$ cat config.mk
export PLATFORM = sky130hd
export DESIGN_NAME = bullet_scheduler
export DESIGN_NICKNAME = d
export VERILOG_FILES = /design/src/rtl/bullet_scheduler.sv
export SDC_FILE = /design/constraint.sdc
export NUM_CORES = 1
export LEC_CHECK = 0
export ABC_CLOCK_PERIOD_IN_PS = 7500
export BUFFER_PORTS_ARGS = -buffer_cell sky130_fd_sc_hd__buf_4
export CAP_MARGIN = 20
export CORE_MARGIN = 2
export CORE_UTILIZATION = 60
export CTS_CLUSTER_DIAMETER = 40
export DETAILED_ROUTE_END_ITERATION = 7
export PLACE_DENSITY = 0.83
export SYNTH_ARGS = -nofsm -noshare
export SYNTH_HDL_FRONTEND = slang
export SYNTH_SLANG_ARGS = --single-unit
$ cat constraint.sdc
create_clock -name clk -period 7.5 [get_ports clk]
set_input_delay 1.5 -clock clk [delete_from_list [all_inputs] [get_ports clk]]
set_output_delay 1.5 -clock clk [all_outputs]
set_load 0.02 [all_outputs]
$ cat src/rtl/bullet_scheduler.sv
// Player bullet pool: turns fire presses into spawns, moves bullets up each game tick,
// retires them at the top of the screen or on a hit, and flags pixels covered by a bullet.
module bullet_scheduler #(
  parameter int NUM_SLOTS = 4,
  parameter int SPEED     = 4,
  parameter int COOLDOWN  = 8,
  parameter int TOP_Y     = 35,
  parameter int BULLET_H  = 6,
  parameter int BULLET_HW = 1
) (
  input  logic                         clk,
  input  logic                         rst,
  input  logic                         fire,
  input  logic                         tick,
  input  logic [9:0]                   tank_x,
  input  logic [9:0]                   tank_y,
  input  logic                         hit_valid,
  input  logic [$clog2(NUM_SLOTS)-1:0] hit_slot,
  input  logic [9:0]                   hCount,
  input  logic [9:0]                   vCount,
  output logic                         bullet_pixel,
  output logic [NUM_SLOTS-1:0]         active_mask,
  output logic [10*NUM_SLOTS-1:0]      slot_x,
  output logic [10*NUM_SLOTS-1:0]      slot_y,
  output logic                         shot_fired,
  output logic                         fire_dropped
);

  localparam int SW = $clog2(NUM_SLOTS);
  localparam int CW = (COOLDOWN > 0) ? $clog2(COOLDOWN + 1) : 1;
  localparam logic [10:0] SPAWN_MIN_Y = 11'(TOP_Y + BULLET_H);
  localparam logic [10:0] RETIRE_Y    = 11'(TOP_Y + SPEED);

  logic [NUM_SLOTS-1:0] mask;
  logic [9:0]           x_q [NUM_SLOTS];
  logic [9:0]           y_q [NUM_SLOTS];
  logic [CW-1:0]        cooldown;
  logic                 pending;
  logic                 fire_d;

  logic                 fire_edge;
  logic                 want;
  logic                 free_found;
  logic [SW-1:0]        free_idx;
  logic                 can_alloc;
  logic [NUM_SLOTS-1:0] hit_vec;
  logic                 pix_any;

  // A fire edge arriving on the tick itself counts toward that tick.
  always_comb begin
    fire_edge = fire & ~fire_d;
    want      = pending | fire_edge;

    free_found = 1'b0;
    free_idx   = '0;
    for (int i = NUM_SLOTS - 1; i >= 0; i--) begin
      if (!mask[i]) begin
        free_found = 1'b1;
        free_idx   = SW'(i);
      end
    end

    can_alloc = tick && want && (cooldown == '0) && free_found &&
                ({1'b0, tank_y} >= SPAWN_MIN_Y);

    hit_vec = '0;
    for (int i = 0; i < NUM_SLOTS; i++) begin
      if (hit_valid && (SW'(i) == hit_slot)) hit_vec[i] = 1'b1;
    end
  end

  // NOTE: slot coordinates are visible outputs, so the arrays are reset explicitly
  // rather than left as don't-care storage.
  always_ff @(posedge clk or negedge rst) begin
    if (!rst) begin
      mask         <= '0;
      for (int i = 0; i < NUM_SLOTS; i++) begin
        x_q[i] <= '0;
        y_q[i] <= '0;
      end
      cooldown     <= '0;
      pending      <= 1'b0;
      fire_d       <= 1'b0;
      shot_fired   <= 1'b0;
      fire_dropped <= 1'b0;
    end else begin
      fire_d       <= fire;
      shot_fired   <= 1'b0;
      fire_dropped <= 1'b0;

      // A hit beats movement; retire instead of moving past the top line.
      for (int i = 0; i < NUM_SLOTS; i++) begin
        if (hit_vec[i]) begin
          mask[i] <= 1'b0;
        end else if (tick && mask[i]) begin
          if ({1'b0, y_q[i]} < RETIRE_Y) mask[i] <= 1'b0;
          else                          y_q[i]  <= y_q[i] - 10'(SPEED);
        end
      end

      if (tick) begin
        pending <= 1'b0;
        if (can_alloc) begin
          // Only slots free before this edge are chosen, so a same-clk hit cannot be reused.
          mask[free_idx] <= 1'b1;
          x_q[free_idx]  <= tank_x;
          y_q[free_idx]  <= tank_y - 10'(BULLET_H);
          cooldown       <= CW'(COOLDOWN);
          shot_fired     <= 1'b1;
        end else begin
          if (want)             fire_dropped <= 1'b1;
          if (cooldown != '0)   cooldown     <= cooldown - 1'b1;
        end
      end else if (fire_edge) begin
        pending <= 1'b1;
      end
    end
  end

  // Compares are 11 bits wide so x - BULLET_HW cannot wrap near column 0.
  always_comb begin
    pix_any = 1'b0;
    for (int i = 0; i < NUM_SLOTS; i++) begin
      if (mask[i] &&
          ({1'b0, hCount} + 11'(BULLET_HW) >= {1'b0, x_q[i]}) &&
          ({1'b0, hCount} <= {1'b0, x_q[i]} + 11'(BULLET_HW)) &&
          ({1'b0, vCount} >= {1'b0, y_q[i]}) &&
          ({1'b0, vCount} <= {1'b0, y_q[i]} + 11'(BULLET_H - 1)))
        pix_any = 1'b1;
    end
  end

  always_ff @(posedge clk or negedge rst) begin
    if (!rst) bullet_pixel <= 1'b0;
    else      bullet_pixel <= pix_any;
  end

  always_comb begin
    slot_x = '0;
    slot_y = '0;
    for (int i = 0; i < NUM_SLOTS; i++) begin
      slot_x[10*i +: 10] = x_q[i];
      slot_y[10*i +: 10] = y_q[i];
    end
  end

  assign active_mask = mask;

endmodule

==> results.json, run 1 <==
{
  "status": "completed",
  "endpoint": "bullet_pixel$_DFF_PN0_",
  "diodes": 0,
  "yosysSeqAreaShare": 0.250,
  "grt_max_degree": 59,
  "core_mm2": 0.0152,
  "gp_congestion": 0.975,
  "root_buffer": "clkbuf_16",
  "dp_slack_ns": 3.32,
  "routedWlPerCell_um": 19.1,
  "portBuffers": 133,
  "hold_viol": 0,
  "synth.distinct_cells": 66,
  "power-per-cell-area_mw_per_mm2": 287,
  "ant_nets": 0,
  "vias": 8503,
  "r2r_setup_slack_ns": 4.09,
  "setup_slack_ns": 3.66,
  "critPathCaptureType": "flop",
  "grt_overflow": 0,
  "syn_area_per_cell_um2": 8.71,
  "slew_headroom": 0.428,
  "start_kind": "input port",
  "final_nets": 1426,
  "finalSetupViolCount": 0,
  "drt_iter0_markers": 606,
  "synth_largest_area_cell": "ha_1",
  "fin_worst_skew_ns": 0.00578,
  "ys.warnings.count": 0,
  "first_pass_iters": 5,
  "clk_pin_slew_ns": 0.06,
  "yosysTopAreaCellShare": 0.251,
  "synth.area.top_cells": "ha_1 (25%), dfrtp_1 (25%), xnor2_1 (8.9%)",
  "leakagePower_uw": 0.00505,
  "route.detailed.drc": 0,
  "finalMaxSlewViolations": 0,
  "clk-insertion-delay-late_ns": 0.35,
  "r2r_start": "slot_x[30]$_DFFE_PN0P_",
  "dpl.cell_count": 1369,
  "ff_latch_area_mm2": 0.00233,
  "routed_wl_mm": 26.4,
  "slowest_delay_ns": 0.34,
  "cts_setup_buffers": 0,
  "hold_buffers": 0,
  "startpoint": "hCount[1]",
  "multi_input_area_mm2": 0.00648,
  "fillers": 1220,
  "ys_ff_latch": 93,
  "num_rows": 45,
  "crit_required_ns": 7.74,
  "critPathKind": "in2reg",
  "critPathBufInv": 1,
  "async_reset_ff_frac": 1.00,
  "vdd_drop_max_uv": 247,
  "synth-edff-count": 0,
  "track_usage": 0.323,
  "cts.repair.resized": 0,
  "viasPerCell": 6.14,
  "max_cap_violations": 0,
  "critical_path_depth": 12,
  "cts_buffer_depth": 2,
  "die_y_um": 129,
  "cts_made_buffers": 9,
  "syn_nets": 1303,
  "antenna_found_initial": 0,
  "fin_cells": 1384,
  "rr_worst_depth": 12,
  "max_freq_mhz": 261,
  "hold_path_class": "reg2reg",
  "period_share": 0.512,
  "grt_pass1_wl_mm": 41.4,
  "htreeDepth": 3,
  "dieArea_mm2": 0.0165,
  "io_pins": 134,
  "synthFlopType": "dfrtp_1",
  "finalCriticalPeriod_ns": 3.84,
  "slowest_stage": "xor2_1",
  "initial_core_util": 0.613,
  "dp_hpwl_mm": 20.8,
  "arrival_ns": 4.08,
  "cp_cell_sequence": "buf_4, ha_1, nand3_1, nor2_1, and3_1, xor2_1, ha_1, a21o_1, a211o_1, a41oi_1, nor4b_1, a211o_1",
  "fin_tns_setup_ns": 0,
  "tightest_slew_ns": 0.856,
  "cts.sinks": 93,
  "critical_path.top_delay_family": "compound AO/OA/AOI/OAI gates",
  "syn2layout_area_growth_pct": 14.9,
  "synthCells": 1069,
  "dieWidth_um": 129,
  "utilization": 0.704,
  "tritoncts": "built",
  "worstReg2RegEnd": "bullet_pixel$_DFF_PN0_",
  "rsz0062_at_grt": "false",
  "totalPowerFinal_uw": 3070,
  "path_max_fanout": 7,
  "syn_area_mm2": 0.00931,
  "grt_pass1_vias": 8038,
  "drive_gt1_frac": 0.145
}
==> placed cells by master (no fill, tap or decap), types with 8 or more instances in the layout <==
master | synthesis | routed
ha_1 | 187 | 187
buf_4 | 1 | 138
inv_1 | 97 | 97
nand2_1 | 96 | 96
xnor2_1 | 95 | 95
dfrtp_1 | 93 | 93
o21ai_0 | 74 | 74
a21oi_1 | 72 | 72
nand3_1 | 58 | 58
nor2_1 | 48 | 48
nor3_1 | 32 | 32
mux2i_1 | 21 | 21
nand4_1 | 18 | 18
xor2_1 | 10 | 10
a21o_1 | 10 | 10
o31ai_1 | 9 | 9
clkbuf_16 | 0 | 9
a211oi_1 | 8 | 8
==> layer usage <==
metal | wire length, um | global-route usage | up-vias
met5 | 0 | 0 | -
met4 | 1590 | 0.189 | 0
met3 | 1790 | 0.0482 | 105
met2 | 12600 | 0.543 | 386
met1 | 10400 | 0.397 | 3961
li1 | - | - | 4051
==> cell usage after synthesis, types with 4 or more instances <==
| master | count |
|---|---|
| o21ai_1 | 7 |
| o211ai_1 | 6 |
| or2_2 | 4 |
| nor3b_4 | 4 |
| o21a_1 | 6 |
| xor2_1 | 10 |
| nor2b_1 | 8 |
| nor2_1 | 48 |
| ha_1 | 187 |
| dfrtp_1 | 93 |
| buf_2 | 19 |
| o31ai_1 | 9 |
| mux2i_1 | 21 |
| a31oi_1 | 5 |
| nor3_1 | 32 |
| o21ai_0 | 74 |
| nand4_1 | 18 |
| nand2_1 | 96 |
| a21o_1 | 10 |
| xnor2_1 | 95 |
| a211o_1 | 7 |
| a211oi_1 | 8 |
| nor4_1 | 7 |
| inv_1 | 97 |
| nand3b_1 | 6 |
| a21oi_1 | 72 |
| nand3_1 | 58 |
==> cell type report <==
class                           instances  area share
Timing Repair Buffer                  138      0.0968
Sequential cell                        93       0.217
Tap cell                              188      0.0220
Inverter                               97      0.0340
Clock inverter                          2    0.000935
Multi-Input combinational cell        853       0.605
Clock buffer                           13      0.0234
==> worst min path at each step <==
stage,start,endpoint,cells after the start
floorplan,cooldown[2]$_DFFE_PN0P_,cooldown[2]$_DFFE_PN0P_,1
global placement,pending$_DFFE_PN0P_,pending$_DFFE_PN0P_,1
detailed placement,cooldown[2]$_DFFE_PN0P_,cooldown[2]$_DFFE_PN0P_,1
CTS,cooldown[2]$_DFFE_PN0P_,cooldown[2]$_DFFE_PN0P_,1
global route,cooldown[2]$_DFFE_PN0P_,cooldown[2]$_DFFE_PN0P_,1
finish,cooldown[2]$_DFFE_PN0P_,cooldown[2]$_DFFE_PN0P_,1
==> kinds of logic (layout without fill, tap and decap cells) <==
family	count (synthesis)	in the layout	share of synthesized area
AO/OA/AOI/OAI	233	233	0.153
XOR/XNOR	105	105	0.0988
adder cells (fa/ha/maj)	187	187	0.251
buffers and inverters	123	250	0.0547
flip-flops	93	93	0.250
multiplexers	21	21	0.0226
AND/OR/NAND/NOR	307	307	0.170
==> flip-flops by register name, indices dropped and copies added (netlist names) <==
name and flops:
shot_fired 1, bullet_pixel 1, fire_d 1, slot_y 40, pending 1, slot_x 40, active_mask 4, fire_dropped 1
cooldown 4
==> per-stage QoR <==
step	hold WS [ns]	area (um2)
4_1_cts	0.500	10700
3_5_place_dp	0.488	10400
3_3_place_gp	0.485	10400
5_1_grt	0.514	10700
2_1_floorplan	0.469	9310
6_report	0.497	10700
==> power breakdown <==
group | internal [uW] | switching (uW) | leakage [uW]
combinational | 787 | 1020 | 0.00388
sequential | 626 | 211 | 0.00105
clock | 231 | 193 | 0.000129
No activity file was read; power rests on OpenSTA's default activity.
==> inputs of run 2 (changes only) <==
==> config.mk (replaced) <==
export PLATFORM = sky130hd
export DESIGN_NAME = bullet_scheduler
export DESIGN_NICKNAME = d
export VERILOG_FILES = /design/src/rtl/bullet_scheduler.sv
export SDC_FILE = /design/constraint.sdc
export NUM_CORES = 1
export LEC_CHECK = 0
export ABC_AREA = 1
export ABC_CLOCK_PERIOD_IN_PS = 3200
export BUFFER_PORTS_ARGS = -buffer_cell sky130_fd_sc_hd__buf_4
export CAP_MARGIN = 20
export CORE_MARGIN = 2
export CORE_UTILIZATION = 54
export CTS_CLUSTER_DIAMETER = 40
export DETAILED_ROUTE_END_ITERATION = 7
export PLACE_DENSITY = 0.78
export SYNTH_ARGS = -nofsm -noshare
export SYNTH_HDL_FRONTEND = slang
export SYNTH_SLANG_ARGS = --single-unit
==> constraint.sdc (replaced) <==
create_clock -name clk -period 3.2 [get_ports clk]
set_input_delay 0.64 -clock clk [delete_from_list [all_inputs] [get_ports clk]]
set_output_delay 0.64 -clock clk [all_outputs]
set_load 0.02 [all_outputs]
==> run 2 against run 1 <==
Compared with the run above:
- sequential power grew 130%
- clock skew grew 0.0024 ns
- core utilization shrank 6.5 points
- clock power grew to 2.7 times the previous value
- routed wire length grew 17%
- cell area grew 8.4%
- global-route usage shrank 1.0 points
- cell count grew 28%
- largest power group unchanged
==> results.json, run 2 <==
{
  "grt_pass1_vias": 9348,
  "hold_buffers": 0,
  "grt_overflow": 0,
  "dp_hpwl_mm": 24.0,
  "slew_headroom": 0.369,
  "power-per-cell-area_mw_per_mm2": 594,
  "dieArea_mm2": 0.0197,
  "io_pins": 134,
  "gp_congestion": 0.961,
  "core_mm2": 0.0181,
  "fin_tns_setup_ns": 0,
  "routed_wl_mm": 30.8,
  "mostFrequentLayoutCells": "nand2_1 (330), inv_1 (205), ha_1 (187), buf_4 (140), nor2_1 (102)",
  "period_share": 0.891,
  "syn2layout_area_growth_pct": 15.3,
  "yosysTopAreaCellShare": 0.233,
  "drt_iter0_markers": 657,
  "cts_setup_buffers": 0,
  "initial_core_util": 0.555,
  "fin_worst_skew_ns": 0.00821,
  "dieWidth_um": 141,
  "wl_met3_mm": 1.86,
  "first_pass_iters": 5,
  "cts_made_buffers": 9,
  "crit_required_ns": 3.45,
  "m1WireLength_mm": 12.8,
  "die_y_um": 141,
  "fillers": 1657,
  "viasPerCell": 5.51,
  "clk_pin_slew_ns": 0.07,
  "routedWlPerCell_um": 17.4,
  "status": "completed",
  "ant_nets": 0,
  "route.detailed.drc": 0,
  "synth_largest_area_cell": "ha_1",
  "ys.warnings.count": 0,
  "hold_viol": 0,
  "rsz0062_at_grt": "false",
  "tightest_slew_ns": 0.939,
  "synth-edff-count": 0,
  "arrival_ns": 3.10,
  "routed-wl-met2_mm": 14.6,
  "whs_ns": 0.350,
  "critPathKind": "reg2reg",
  "finalMaxSlewViolations": 0,
  "synth.distinct_cells": 38,
  "max_cap_violations": 0,
  "diodes": 0,
  "synthFlopType": "dfrtp_1",
  "vdd_drop_max_uv": 498,
  "clk-insertion-delay-late_ns": 0.36,
  "yosysMostFrequentCell": "nand2_1",
  "hold_path_class": "in2async",
  "finalCriticalPeriod_ns": 2.85,
  "cts.sinks": 93,
  "tritoncts": "built",
  "route.top_layer_used": "met4",
  "final_nets": 1772,
  "finalSetupViolCount": 0,
  "totalPowerFinal_uw": 6890,
  "htreeDepth": 3,
  "drive_gt1_frac": 0.116,
  "syn_area_per_cell_um2": 7.15,
  "syn_nets": 1641,
  "root_buffer": "clkbuf_16",
  "num_rows": 49,
  "vias": 9751,
  "syn_area_mm2": 0.0101,
  "cts.repair.resized": 0,
  "max_freq_mhz": 351,
  "grt_max_degree": 56,
  "synthCells": 1407,
  "cts_buffer_depth": 2,
  "ys_ff_latch": 93,
  "antenna_found_initial": 0,
  "async_reset_ff_frac": 1.00,
  "critPathCaptureType": "flop",
  "yosysSeqAreaShare": 0.231,
  "track_usage": 0.313,
  "r2r_setup_slack_ns": 0.35,
  "start_kind": "flop",
  "grt_pass1_wl_mm": 48.4,
  "portBuffers": 133,
  "leakagePower_uw": 0.00595,
  "synthTopCellsByCount": "nand2_1 (330), inv_1 (205), ha_1 (187)",
  "synth.area.top_cells": "ha_1 (23%), dfrtp_1 (23%), nand2_1 (12%)",
  "path_max_fanout": 6,
  "final_common_cell": "nand2_1"
}
run 2: cell count changes after synthesis, sizes merged, moves of 41 or more:
cell   delta
xor2     +70
inv     +114
xnor2    -87
o21ai    +41
nor2     +56
nand2   +234
run 2: final timing paths:
path	start	endpoint	cells after the start
min in group clk	fire	fire_d$_DFF_PN0_	1
setup reg to reg	slot_x[10]$_DFFE_PN0P_	bullet_pixel$_DFF_PN0_	17
hold / removal	rst	slot_y[17]$_DFF_PN0_	1
setup / recovery	slot_x[10]$_DFFE_PN0P_	bullet_pixel$_DFF_PN0_	17
hold reg to reg	cooldown[3]$_DFFE_PN0P_	cooldown[3]$_DFFE_PN0P_	1
max in group asynchronous	rst	slot_x[21]$_DFFE_PN0P_	2
run 2: through the flow:
stage | area, um2 | setup slack [ns] | std cells | util
2_1_floorplan | 10100 | 0.690 | 1407 | -
3_3_place_gp | 11300 | 0.363 | 1756 | 0.623
3_5_place_dp | 11300 | 0.364 | 1756 | 0.623
4_1_cts | 11600 | 0.343 | 1771 | 0.639
5_1_grt | 11600 | 0.0618 | 1771 | 0.639
6_report | 11600 | 0.347 | 1771 | 0.639
run 2: routing by layer:
layer / track usage / vias up
met5: 0 / -
met4: 0.153 / 0
li1: - / 4881
met3: 0.0393 / 79
met2: 0.538 / 336
met1: 0.391 / 4455
run 2: worst max-delay path: stages, from the launching register on:
cell and delay (ns):
dfrtp_1 0.47, ha_1 0.23, nand2_1 0.09, nor3_1 0.40
nand3_1 0.15, xor2_1 0.18, ha_1 0.32, nand4_1 0.10
nor2_1 0.16, nand2_1 0.07, nand2_1 0.06, nand2_1 0.04
nand2_1 0.05, nand2_1 0.10, nand3_1 0.10, nor2_1 0.05
nor2_1 0.11, nand2_1 0.06
run 2: area by class of cell:
type                    count  area [um2]  share of cell area
multi-input cells        1082        6820               0.588
well taps                 229         287              0.0247
clock inverters             3        45.0             0.00388
repair buffers            141        1070              0.0923
flip-flops and latches     93        2330               0.201
inverters                 211         795              0.0685
clock buffers              12         256              0.0221
run 2: where the power goes:
part           internal (uW)  switching [uW]
clock network            646             487
logic                   1520            2280
registers               1460             500
total                   3620            3270
run 2: cell families after synthesis:
family / Yosys count / share of synthesized area
flip-flops: 93 / 0.231
AO/OA/AOI/OAI: 217 / 0.119
AND/OR/NAND/NOR: 590 / 0.249
buffers and inverters: 232 / 0.0909
adder cells (fa/ha/maj): 187 / 0.232
XOR/XNOR: 88 / 0.0766
